===== src/rtl/friscv_mem_arbiter.sv =====
// rtl/friscv_mem_arbiter.sv - fetch/data arbiter in front of a shared single-port SRAM
module friscv_mem_arbiter #(
  parameter int ADDR_WIDTH  = 12,
  parameter int DATA_WIDTH  = 32,
  parameter int MAX_DSTREAK = 4
) (
  input  logic                  clk,
  input  logic                  rst,
  input  logic                  i_req_in,
  input  logic [ADDR_WIDTH-1:0] i_addr_in,
  output logic                  i_gnt_out,
  output logic                  i_rvalid_out,
  output logic [DATA_WIDTH-1:0] i_rdata_out,
  input  logic                  d_req_in,
  input  logic                  d_we_in,
  input  logic [ADDR_WIDTH-1:0] d_addr_in,
  input  logic [DATA_WIDTH-1:0] d_wdata_in,
  output logic                  d_gnt_out,
  output logic                  d_rvalid_out,
  output logic [DATA_WIDTH-1:0] d_rdata_out,
  output logic [ADDR_WIDTH-1:0] mem_addr_out,
  output logic                  mem_we_out,
  output logic [DATA_WIDTH-1:0] mem_wdata_out,
  input  logic [DATA_WIDTH-1:0] mem_rdata_in
);

  typedef enum logic [1:0] {
    TAG_NONE  = 2'd0,
    TAG_INSTR = 2'd1,
    TAG_DATA  = 2'd2
  } tag_e;

  localparam logic [3:0] MaxStreak = 4'(MAX_DSTREAK);

  logic [3:0]            streak_q, streak_d;
  tag_e                  tag_q, tag_d;
  logic [ADDR_WIDTH-1:0] addr_q, addr_d;
  logic                  i_gnt, d_gnt;

  // Grant selection: data wins unless the fetch side has waited MAX_DSTREAK data grants.
  // Only requests and the streak feed this, never the SRAM read data.
  always_comb begin
    i_gnt = 1'b0;
    d_gnt = 1'b0;
    if (!rst) begin
      if (d_req_in && !(i_req_in && (streak_q == MaxStreak))) begin
        d_gnt = 1'b1;
      end else if (i_req_in) begin
        i_gnt = 1'b1;
      end
    end
  end

  // Next-state for streak counter, owner tag and held SRAM address.
  always_comb begin
    streak_d = streak_q;
    tag_d    = TAG_NONE;
    addr_d   = addr_q;
    if (!i_req_in || i_gnt) begin
      streak_d = 4'd0;
    end else if (d_gnt && (streak_q != MaxStreak)) begin
      streak_d = streak_q + 4'd1;
    end
    if (i_gnt) begin
      tag_d  = TAG_INSTR;
      addr_d = i_addr_in;
    end else if (d_gnt) begin
      // Writes produce no read response, so they leave the tag at NONE.
      tag_d  = d_we_in ? TAG_NONE : TAG_DATA;
      addr_d = d_addr_in;
    end
  end

  // State registers with synchronous active-high reset.
  always_ff @(posedge clk) begin
    if (rst) begin
      streak_q <= 4'd0;
      tag_q    <= TAG_NONE;
      addr_q   <= '0;
    end else begin
      streak_q <= streak_d;
      tag_q    <= tag_d;
      addr_q   <= addr_d;
    end
  end

  // Grant, SRAM drive and owner-routed response outputs. Reset masks a
  // response still in flight from the cycle before.
  always_comb begin
    i_gnt_out     = i_gnt;
    d_gnt_out     = d_gnt;
    mem_we_out    = d_gnt & d_we_in;
    mem_wdata_out = d_wdata_in;
    mem_addr_out  = rst ? '0 : addr_d;
    i_rvalid_out  = !rst && (tag_q == TAG_INSTR);
    d_rvalid_out  = !rst && (tag_q == TAG_DATA);
    i_rdata_out   = i_rvalid_out ? mem_rdata_in : '0;
    d_rdata_out   = d_rvalid_out ? mem_rdata_in : '0;
  end

endmodule

===== config.mk =====
export PLATFORM = sky130hd
export DESIGN_NAME = friscv_mem_arbiter
export DESIGN_NICKNAME = d
export VERILOG_FILES = /design/src/rtl/friscv_mem_arbiter.sv
export SDC_FILE = /design/constraint.sdc
export NUM_CORES = 1
export LEC_CHECK = 0
export CORE_AREA = 2 2 82 84
export CTS_BUF_LIST = sky130_fd_sc_hd__clkbuf_4 sky130_fd_sc_hd__clkbuf_8 sky130_fd_sc_hd__clkbuf_16
export CTS_CLUSTER_DIAMETER = 60
export DETAILED_ROUTE_END_ITERATION = 16
export DIE_AREA = 0 0 84 86
export PLACE_DENSITY = 0.86
export SLEW_MARGIN = 20
export SYNTH_ARGS = -nofsm -noshare
export SYNTH_HDL_FRONTEND = slang
export SYNTH_SLANG_ARGS = --single-unit

===== constraint.sdc =====
create_clock -name clk -period 2.2 [get_ports clk]
set_input_delay 0.66 -clock clk [delete_from_list [all_inputs] [get_ports clk]]
set_output_delay 0.66 -clock clk [all_outputs]
set_load 0.02 [all_outputs]

==> qor.txt <==
Status -> complete, but fails checks
Failing checks -> setup timing
Endpoints failing hold -> 0
Initial antenna violation count -> 0
Top Family by Delay on Critical Path -> buffers and inverters
Hold wc startpoint -> streak_q[0]
CTS tree -> done
Worst setup EP type -> output pin
Syn avg cell area -> 8.474 sq um
Fillcell total -> 540
Max Clock Freq -> 434.1 MHz
Average wire per standard cell -> 16.77 um
Worst Hold End -> streak_q[0]
Vias per cell -> 4.605
Yosys top cell area share -> 25.39%
Leakage power -> 1.719 nW
Vias -> 1879
Worst-Margin Slew -> 227.3 ps
Internal power -> 755.7 uW
Layout area overhead -> 129.9%
Max-cap violation count -> 0
Pre-CTS WS -> -952.0 ps
Final wirelength -> 6841 um
Crit-path max cell delay -> 230 ps
Cell area power density -> 290.0 nW/um^2
Initial Utilization -> 25.51%
Residual DRC -> 0
Port buffer count -> 141
Max IR drop VDD -> 0.0003167 V
Final setup skew -> 3.468 ps
Iter 0 DRT Violations -> 18
DRT antenna net count -> 0
DIE WIDTH -> 84 um
Post-synthesis cell count -> 189
Critical Path Start Type -> primary input
Unique cell type count in the Yosys netlist -> 25
Ranking of synthesized cells by area -> and2_1, dfxtp_1, buf_4, mux2i_1, o221a_1
CTS Root Cell -> clkbuf_8
RSZ-0062 raised after global routing -> true
R2R Path End -> addr_q[4]
# IOs -> 206
Drt pass-1 iters -> 4
Slowest stage cell, crit path -> nor3b_4
Post-Layout Cell Count -> 408
CTS H-tree lvls -> 1
Final nets -> 428
Crit Path Class -> in -> out
Commonest non-fill, non-tap cells in the layout -> buf_6, and2_4, clkdlybuf4s50_1, buf_4, dfxtp_1
Slew Limit Fails -> 0
Sw Share -> 29.24%
Clk_lat worst skew -> 250 ps
Crit Path Max Fanout -> 6
R2R Setup Slk -> 730 ps
Switching power total -> 312.3 uW
CP most frequent cell -> buf_6
Total Routing Usage GR -> 17.87%
Hold crit path type -> reg -> reg
Placed insts -> 382
Crit-path cells -> buf_12 -> buf_6 -> nor3b_4 -> buf_6 -> buf_6 -> and2_4 -> buf_6
Layout cell share with drive strength beyond 1 -> 67.37%
Register Area -> 361.6 sq um
Routability cong. -> 0.8338
Period minus WS final -> 2304 ps
Die height -> 86 um
Fin crit share -> 104.7%
Die ar. -> 7224 sq um
Antenna diodes -> 0
Global-route wire length before repair -> 10420 um
Multi-input gate area -> 1205 sq um
Largest net degree at the start of global routing -> 17
Sequential share of the synthesized area -> 22.50%
Yosys top cell by area -> and2_1
Vias in the first global route -> 2011
Logic pwr share -> 45.7%
Sequential share of power -> 33.0%
Final setup viols -> 54
CTS max path bufs -> 2
Dpl hpwl -> 4373 um
Synth warnings -> 0
FF-to-FF path depth -> 7
Clock Sinks -> 18
Fin worst setup slack -> -103.7 ps
Cell Area, Synth -> 1602 sq um
Reg-to-Reg Start -> streak_q[1]
Max transition margin -> 84.42%
Clk slew on worst S/H paths -> 70 ps
Worst Path Required -> 1540 ps
Register bit total from synthesis -> 18
FP Rows -> 29
Arrival @ worst endpoint -> 1640 ps
Cts bufs inserted -> 3
Clk pwr share -> 21.4%
Grt ovf -> 0
Core area -> 6277 sq um
Post-Synthesis Net Count -> 284
WP buf/inv -> 5
Most common cell after layout, fill and taps aside -> buf_6
Hold path depth -> 2
[final cells by class]
cell class	instances	area share, %
clock buffer	3	1.121
inverter	4	0.4077
multi-input combinational	122	32.72
sequential	18	9.820
tap	77	2.616
timing repair buffer	184	53.31
[worst min-delay path, cell delays in order (launching register included)]
cell and delay [ps]:
dfxtp_1 350, buf_4 130, nor2_1 40
[synth_stat cells]
cell	n
ha_1	2
and2_1	65
dfxtp_1	18
mux2i_1	12
nor2b_1	1
or3_4	1
nor2_1	6
xor2_1	1
and3b_2	1
inv_1	4
nor3b_4	2
nand2_1	1
nand3_1	1
xnor2_1	1
a21oi_1	13
o221a_2	4
buf_1	1
o221a_1	8
a21o_1	1
buf_4	33
nand3b_1	1
nand2b_4	1
buf_2	3
buf_6	4
clkbuf_2	4
[through the flow]
step | TNS, ps | hold slack, ps | utilization (%) | cell area, sq um | total power, mW
floorplan | 0 | 429.7 | - | 1605 | 0.5941
global placement | -71580 | 505.1 | 47.50 | 2982 | 0.7339
detailed placement | -72500 | 514.9 | 47.50 | 2982 | 0.7386
CTS | -10080 | 548.4 | 57.72 | 3623 | 1.048
global route | -6913 | 591.1 | 58.66 | 3682 | 1.115
finish | -4229 | 551.5 | 58.66 | 3682 | 1.068
[registers in the layout, summed over array words and instances, names as in the netlist]
register and count:
streak_q 4, tag_q 2, addr_q 12
[per-layer routing]
metal  GRT usage (%)  share of wire, %  vias to the layer above
met5               0                 0                        -
met2           34.69                54                      111
met4           4.252               1.2                        0
met3           4.909               8.7                        8
met1           19.13                37                      879
li1                -                 -                      881
[worst max path at each step]
stage	startpoint	end	slack, ps	cells after the start
floorplan	rst	d_rdata_out[22]	30	4
global placement	d_req_in	mem_addr_out[10]	-920	6
detailed placement	rst	i_rdata_out[16]	-950	6
CTS	rst	i_rdata_out[24]	-170	8
global route	streak_q[1]	mem_addr_out[5]	-150	7
finish	rst	i_rdata_out[30]	-100	7
[what timing repair did]
action                                  CTS  global route
setup buffers                            17             3
gates cloned                              8             0
resized for setup                       600            26
hold buffers                              0             0
pin swaps                                64            12
endpoints found under the setup margin   81            80
[power groups by stage]
stage / Combinational (mW) / Sequential, mW / Clock, mW
floorplan: 0.237 / 0.357 / 0
CTS: 0.468 / 0.352 / 0.228
global route: 0.512 / 0.354 / 0.249
detailed placement: 0.379 / 0.359 / 0
global placement: 0.376 / 0.358 / 0
finish: 0.488 / 0.352 / 0.228
[kinds of logic (layout without fill, tap and decap cells)]
family	after synthesis	after routing	synth area share (%)
AND/OR/NAND/NOR	80	80	32.73
AO/OA/AOI/OAI	26	26	12.97
adder cells (fa/ha/maj)	2	2	1.562
XOR/XNOR	2	2	1.094
buffers and inverters	49	191	21.64
multiplexers	12	12	7.500
flip-flops	18	18	22.50
No activity file was read; power rests on OpenSTA's default activity.
